`src/rtl/port_alloc_pipe.sv`:
```
// Port allocation result pipeline: decodes per-slot allocation vectors into
// crossbar select controls, buffers them in a 2-entry FIFO, and keeps
// deflection / multicast statistics plus a sticky grant-conflict flag.
module port_alloc_pipe #(
  parameter int unsigned NP = 4,
  parameter int unsigned SW = 2,
  parameter int unsigned CW = 16
) (
  input  logic             clk,
  input  logic             reset,
  input  logic             in_valid,
  output logic             in_ready,
  input  logic [NP*NP-1:0] in_alloc,
  input  logic [NP*NP-1:0] in_unalloc,
  input  logic [NP-1:0]    in_mc,
  output logic             out_valid,
  input  logic             out_ready,
  output logic [NP*SW-1:0] out_sel,
  output logic [NP-1:0]    out_sel_vld,
  output logic [NP-1:0]    out_deflect,
  input  logic             clr_cnt,
  output logic [CW-1:0]    deflect_cnt,
  output logic [CW-1:0]    mc_copy_cnt,
  output logic             err_conflict
);

  localparam int unsigned EW = NP * SW + 2 * NP;

  typedef enum logic [1:0] {StEmpty, StOne, StTwo} stateT;

  stateT         stateQ, stateD;
  logic [EW-1:0] headQ, headD, tailQ, tailD, newEntry;

  logic [NP*SW-1:0] newSel;
  logic [NP-1:0]    portSeen;
  logic [NP-1:0]    newDeflect;
  logic             newConflict;
  logic [CW-1:0]    deflectInc, mcInc;
  logic [CW:0]      deflectSum, mcSum;
  logic [CW-1:0]    deflectCntQ, mcCntQ;
  logic             errQ;
  logic             accept, pop;

  assign accept = in_valid && in_ready;
  assign pop    = out_valid && out_ready;

  // Decode the offered allocation set; portSeen doubles as the select-valid vector.
  always_comb begin
    newSel      = '0;
    portSeen    = '0;
    newDeflect  = '0;
    newConflict = 1'b0;
    deflectInc  = '0;
    mcInc       = '0;
    // Walk slots from highest to lowest so the lowest granted slot wins.
    for (int j = 0; j < int'(NP); j++) begin
      for (int i = int'(NP) - 1; i >= 0; i--) begin
        if (in_alloc[i*NP+j]) newSel[j*SW +: SW] = SW'(i);
      end
    end
    for (int i = 0; i < int'(NP); i++) begin
      for (int j = 0; j < int'(NP); j++) begin
        if (in_alloc[i*NP+j]) begin
          if (portSeen[j]) newConflict = 1'b1;
          portSeen[j] = 1'b1;
          if (in_mc[i]) mcInc = mcInc + CW'(1);
        end
      end
      newDeflect[i] = |in_unalloc[i*NP +: NP];
      if (newDeflect[i]) deflectInc = deflectInc + CW'(1);
    end
    newEntry = {newDeflect, portSeen, newSel};
  end

  // FIFO next-state: head always holds the oldest entry.
  always_comb begin
    stateD = stateQ;
    headD  = headQ;
    tailD  = tailQ;
    case (stateQ)
      StEmpty: begin
        if (accept) begin
          stateD = StOne;
          headD  = newEntry;
        end
      end
      StOne: begin
        if (accept && pop) begin
          headD = newEntry;
        end else if (accept) begin
          stateD = StTwo;
          tailD  = newEntry;
        end else if (pop) begin
          stateD = StEmpty;
        end
      end
      StTwo: begin
        if (pop) begin
          stateD = StOne;
          headD  = tailQ;
        end
      end
      default: stateD = StEmpty;
    endcase
  end

  // FIFO state and storage.
  always_ff @(posedge clk or posedge reset) begin
    if (reset) begin
      stateQ <= StEmpty;
      headQ  <= '0;
      tailQ  <= '0;
    end else begin
      stateQ <= stateD;
      headQ  <= headD;
      tailQ  <= tailD;
    end
  end

  // Widened sums expose the carry used for saturation.
  always_comb begin
    deflectSum = {1'b0, deflectCntQ} + {1'b0, deflectInc};
    mcSum      = {1'b0, mcCntQ} + {1'b0, mcInc};
  end

  // Statistics counters; clear beats a same-cycle increment.
  always_ff @(posedge clk or posedge reset) begin
    if (reset) begin
      deflectCntQ <= '0;
      mcCntQ      <= '0;
    end else if (clr_cnt) begin
      deflectCntQ <= '0;
      mcCntQ      <= '0;
    end else if (accept) begin
      deflectCntQ <= deflectSum[CW] ? '1 : deflectSum[CW-1:0];
      mcCntQ      <= mcSum[CW] ? '1 : mcSum[CW-1:0];
    end
  end

  // Sticky conflict flag, cleared only by reset.
  always_ff @(posedge clk or posedge reset) begin
    if (reset) begin
      errQ <= 1'b0;
    end else if (accept && newConflict) begin
      errQ <= 1'b1;
    end
  end

  assign in_ready                              = (stateQ != StTwo);
  assign out_valid                             = (stateQ != StEmpty);
  assign {out_deflect, out_sel_vld, out_sel}   = headQ;
  assign deflect_cnt                           = deflectCntQ;
  assign mc_copy_cnt                           = mcCntQ;
  assign err_conflict                          = errQ;

endmodule

```
`config.mk`:
```
export PLATFORM = sky130hd
export DESIGN_NAME = port_alloc_pipe
export DESIGN_NICKNAME = d
export VERILOG_FILES = /design/src/rtl/port_alloc_pipe.sv
export SDC_FILE = /design/constraint.sdc
export NUM_CORES = 1
export LEC_CHECK = 0
export CORE_UTILIZATION = 35
export CTS_CLUSTER_SIZE = 20
export DETAILED_ROUTE_END_ITERATION = 12
export GPL_ROUTABILITY_DRIVEN = 0
export PLACE_DENSITY = 0.68
export SLEW_MARGIN = 20
export SYNTH_ARGS = -nofsm -noshare
export SYNTH_HDL_FRONTEND = slang
export SYNTH_SLANG_ARGS = --single-unit
```
`constraint.sdc`:
```
create_clock -name clk -period 4.8 [get_ports clk]
set_input_delay 0.96 -clock clk [delete_from_list [all_inputs] [get_ports clk]]
set_output_delay 0.96 -clock clk [all_outputs]
set_load 0.1 [all_outputs]
```
Word level (Yosys, flattened, before mapping)
Cells that the tools add are included.
Widths: inputs -> output; s select.
Word-level totals
  bits in registers: 67
  logic and storage cells: 158
Cells by class
  add/subtract/negate cells: 20
  eq/ne operators: 8
  muxes and demuxes: 108
  bitwise gates (word level): 1
  reduce and logical (&&, ||, !) cells: 15
Operators with widths (number)
  $mux 16: 42
  $add 16x1->16 const B: 18
  $pmux 16 s3: 1
  $mux 1: 43
  $mux 2: 21
  $add 16x16->17: 2
  $reduce_or 4->1: 4
  $ne 2x2->1 const B: 5
  $reduce_and 4->1: 2
  $pmux 2 s3: 1
  $logic_and 1x1->1: 4
  $reduce_bool 2->1: 2
  $ne 3x3->1 const B: 1
  $reduce_and 3->1: 1
  $reduce_bool 3->1: 1
  $eq 2x1->1 const B: 1
  $eq 2x2->1 const B: 1
  $logic_not 2->1: 1
  $not 1->1: 1

Depth between registers and ports, before layout
  depth after elaboration: 51
  gate-level depth with buffers: 68
  mapped depth without buffers: 66

Least setup slack after synthesis
OpenSTA, ideal clock, no wires.
  kind: input port to flip-flop
  start: input port in_alloc[0]
  end: register mcCntQ[2] (netlist: mc_copy_cnt[2])
  arrival: 12282 ps
  path slack: -7618 ps
  stages: 66
  buffers on the path: 2
  cells stage by stage: buf_4 -> xor2_1 -> and2_1 -> ha_1 -> nand2_1 -> a21oi_1 -> ha_1 -> inv_1 -> a221oi_4 -> ha_1 -> mux2i_1 -> inv_1 -> ha_1 -> nor2_1 -> a21o_1 -> inv_1 -> ha_1 -> nand2_1 -> [... 30 more ...] -> a31o_2 -> fa_1 -> a21o_1 -> a21oi_1 -> o21bai_1 -> a21oi_1 -> o21bai_1 -> a21oi_1 -> o21bai_1 -> a21oi_1 -> o21bai_1 -> a21oi_1 -> o21bai_1 -> a21oi_1 -> o21ai_1 -> clkbuf_1 -> nor2_1 -> nor3_1
On the way
  longest elaborated chain between the ends: 50
Ends and longest elaborated chain
  from (decl): RTL line 13  | input logic [NP*NP-1:0] in_alloc,
  $mux 1 (*): RTL line 63  | if (in_alloc[i*NP+j]) begin
  $add 16x1->16: RTL line 66  | if (in_mc[i]) mcInc = mcInc + CW'(1);
  $mux 16: RTL line 66
  $mux 16 (*): RTL line 63
  $add 16x1->16: RTL line 66
  $mux 16: RTL line 66
  $mux 16 (*): RTL line 63
  $add 16x1->16: RTL line 66
  [... 34 more ...]
  $mux 16 (*): RTL line 63
  $add 16x1->16: RTL line 66
  $mux 16: RTL line 66
  $mux 16 (*): RTL line 63
  $add 16x16->17 (*): RTL line 123  | mcSum = {1'b0, mcCntQ} + {1'b0, mcInc};
  $mux 16 (*): RTL line 136  | mcCntQ <= mcSum[CW] ? '1 : mcSum[CW-1:0];
  $mux 16 (*): RTL line 134  | end else if (accept) begin
  $mux 16 (*): RTL line 131  | end else if (clr_cnt) begin
  to (signal assigned): RTL line 136
  to (decl): RTL line 40  | logic [CW-1:0] deflectCntQ, mcCntQ;
Every way passes the cells marked *; elsewhere a longest branch is shown, timed or not. The select of a mux whose other input is x is not followed.
A chain may end at the register's enable or synchronous reset.

Final worst setup path
  start: input port in_alloc[0]
  end: register mcCntQ[6] (netlist: mc_copy_cnt[6])
The elaborated chain is that of the path after synthesis.

==> summary.md <==
| Metric | Value |
|---|---|
| Largest net degree at the start of global routing | 43 |
| DRC viols | 0 |
| Area contributors post-synth | dfrtp_1 27%, ha_1 7.4%, nor2_1 5.9% |
| DP Area | 8850 sq um |
| Leakage power | 4.56 nW |
| CP max FO | 7 |
| Overall Global Routing Usage | 21.6% |
| Row count | 48 |
| Die area | 18,400 sq um |
| Setup ws final | -6.29 ns |
| Final setup violation count | 16 |
| Worst-Skew Late Latency | 0.34 ns |
| I/O pin total | 92 |
| Maxcap violations | 0 |
| Max VDD drop | 0.301 mV |
| Core Box Area | 17,400 sq um |
| Max-slew violations | 0 |
| Asr flop ratio synth | 100% |
| Commonest cells post-synth | 99 x nor2_1, 78 x nand2_1, 67 x dfrtp_1, 62 x a21oi_1, 46 x o21ai_0 |
| Worst setup SP type | primary input |
| Buffers on Ports | 91 |
| Sequential share of the synthesized area | 26.8% |
| CTS tree | done |
| Post-synth EDFFs | 0 |
| Via density | 5.20 |
| Status | finished, violations left |
| Max Clock Skew | 0.00627 ns |
| M1 WL | 8590 microns |
| Via Count | 7,076 |
| Max frequency | 90.2 MHz |
| #FFs+latches synth | 67 |
| DRT antenna net count | 0 |
| Critical Path Max Stage Delay | 0.50 ns |
| YS warnings | 0 |
| Final Instance Area | 10,400 sq um |
| Max_slew headroom | 28.8% |
| Initial DRC count | 328 |
| Pwr/cell area | 359 nW/um^2 |
| Final Hold Viols | 0 |
| Die Wd | 136 microns |
| CP max stage cell | nor4b_1 |
| WS Path Type | primary input to flip-flop |
| Vias in the first global route | 6,998 |
| Grt ovf | 0 |
| Routed length on met2 | 10,300 microns |
| Most common cell on crit path | buf_4 |
| Crit path DAT | 11.36 ns |
| Clk root buf | clkbuf_16 |
| Met3 routed WL | 749 microns |
| Drt total wl | 20,300 microns |
| Clock transition at path regs | 0.06 ns |
| Tmin final | 11.09 ns |
| Final #Nets | 1,210 |
| Syn Std Cell Area | 6260 sq um |
| Unrepaired setup endpoints after global routing | true |
| Ys flop type | dfrtp_1 |
| Avg WL per Cell | 14.9 microns |
| Worst hold slack | 0.464 ns |
| Synthesis-to-layout area growth | 65.8% |
| Diode count | 0 |
| Cell with the most instances after synthesis | nor2_1 |
| Distinct cells, synth | 75 |
| First-pass GRT wire length | 32,000 microns |
| Worst Path Required | 5.07 ns |
| Hold Path Class | flip-flop to flip-flop |
| HPWL after DPL | 13,200 microns |
| CP endpoint kind | flip-flop |
| Avg Cell Area, Syn | 7.84 sq um |
| Die extent in y | 136 microns |
| Synth top area share | 26.8% |
| Synth Instances | 799 |
| First-pass detailed-route iteration total | 7 |
| Initial antenna violation count | 0 |
| Number of buffers created by CTS | 9 |
| Failing checks | setup timing |
| Period utilisation layout | 231% |
| Share of cells above drive strength 1 | 35.9% |
| Htree depth | 3 |
| Initial Util | 36.1% |
| Longest Clk Path Bufs | 2 |
| Max layer used | met4 |
| CTS sink count | 67 |
| Tightest Pin Transition | 1.06 ns |
| Cts hold-fix bufs | 0 |
| Area leader, netlist | dfrtp_1 |
-- path summary, 6_finish.rpt --
check	cells past startpoint	start	endpoint	slack, ns
max	68	in_alloc[0]	mc_copy_cnt[6]	-6.29
min	1	err_conflict	err_conflict	0.46
max reg2reg	18	mc_copy_cnt[0]	mc_copy_cnt[6]	1.59
min reg2reg	1	err_conflict	err_conflict	0.46
max in group asynchronous	3	reset	tailQ[10]	2.77
min in group asynchronous	2	reset	mc_copy_cnt[15]	1.14
-- power by group --
part	internal, W	switching [W]
logic	0.000970	0.00131
clock network	0.000404	0.000274
registers	0.000682	0.0000823
-- cells by family (layout without fill, tap and decap cells) --
group | count (synthesis) | in the layout | share of synthesized area, %
adder cells (fa/ha/maj) | 40 | 40 | 8.19
multiplexers | 17 | 17 | 2.86
other | 1 | 9 | 0.0599
AND/OR/NAND/NOR | 325 | 325 | 24.7
XOR/XNOR | 68 | 68 | 11.5
AO/OA/AOI/OAI | 202 | 202 | 21.1
buffers and inverters | 79 | 407 | 4.87
flip-flops | 67 | 67 | 26.8
-- area by class of cell --
class,instances,area (sq um)
flip-flops and latches,67,1680
well taps,225,282
multi-input cells,661,5030
clock inverters,7,78.8
inverters,36,135
clock buffers,9,225
fillers,1501,6970
repair buffers,355,2960
-- cell usage in the layout, fill, tap and decap left out, types with 12 or more instances in the layout --
master	instances
buf_4	256
clkdlybuf4s50_1	86
nor2_1	80
nand2_1	73
dfrtp_1	67
a21oi_1	45
o21ai_0	40
xnor2_1	35
inv_1	30
nand3_1	29
ha_1	28
nor3_1	21
xor2_1	18
a211oi_1	14
a21oi_2	13
o21bai_1	12
and3_1	12
nor2_4	12
-- timing repair --
action,4_1_cts,5_1_grt
resized for setup,43,89
buffers inserted,70,16
endpoints found under the setup margin,16,19
gates cloned,0,0
pin swaps,40,57
endpoints found under the hold margin,0,0
-- metal layers --
layer | vias up | global-route usage, %
li1 | 3507 | -
met1 | 3376 | 25.6
met2 | 147 | 37.8
met3 | 46 | 3.78
met4 | 0 | 9.43
met5 | - | 0
-- sequential cells by signal, summed over array words and instances (netlist names) --
signal / count
mc_copy_cnt: 16
headQ: 16
tailQ: 16
deflect_cnt: 16
err_conflict: 1
stateQ: 2
-- stage by stage --
step / utilization (%) / instances / power (W) / TNS (ns) / setup WS, ns
finish: 59.8 / 1360 / 0.00372 / -100.27 / -6.29
global route: 59.8 / 1360 / 0.00393 / -108.23 / -6.77
CTS: 56.6 / 1347 / 0.00354 / -99.24 / -6.24
detailed placement: 51.0 / 1261 / 0.00264 / -116.33 / -7.28
global placement: 51.0 / 1261 / 0.00260 / -108.81 / -6.81
floorplan: - / 807 / 0.00203 / -102.75 / -6.49
-- worst max-delay path, delay by kind of cell --
kind,cells,cell delay [ns]
muxes,3,0.75
and+or+nand+nor,10,1.72
AOI/OAI and AO/OA,17,2.34
xor gates and xnor gates,4,0.64
buffers and inverters,28,3.26
adders and majority gates,6,1.67
Note: power is estimated with default switching activity, not from simulation.
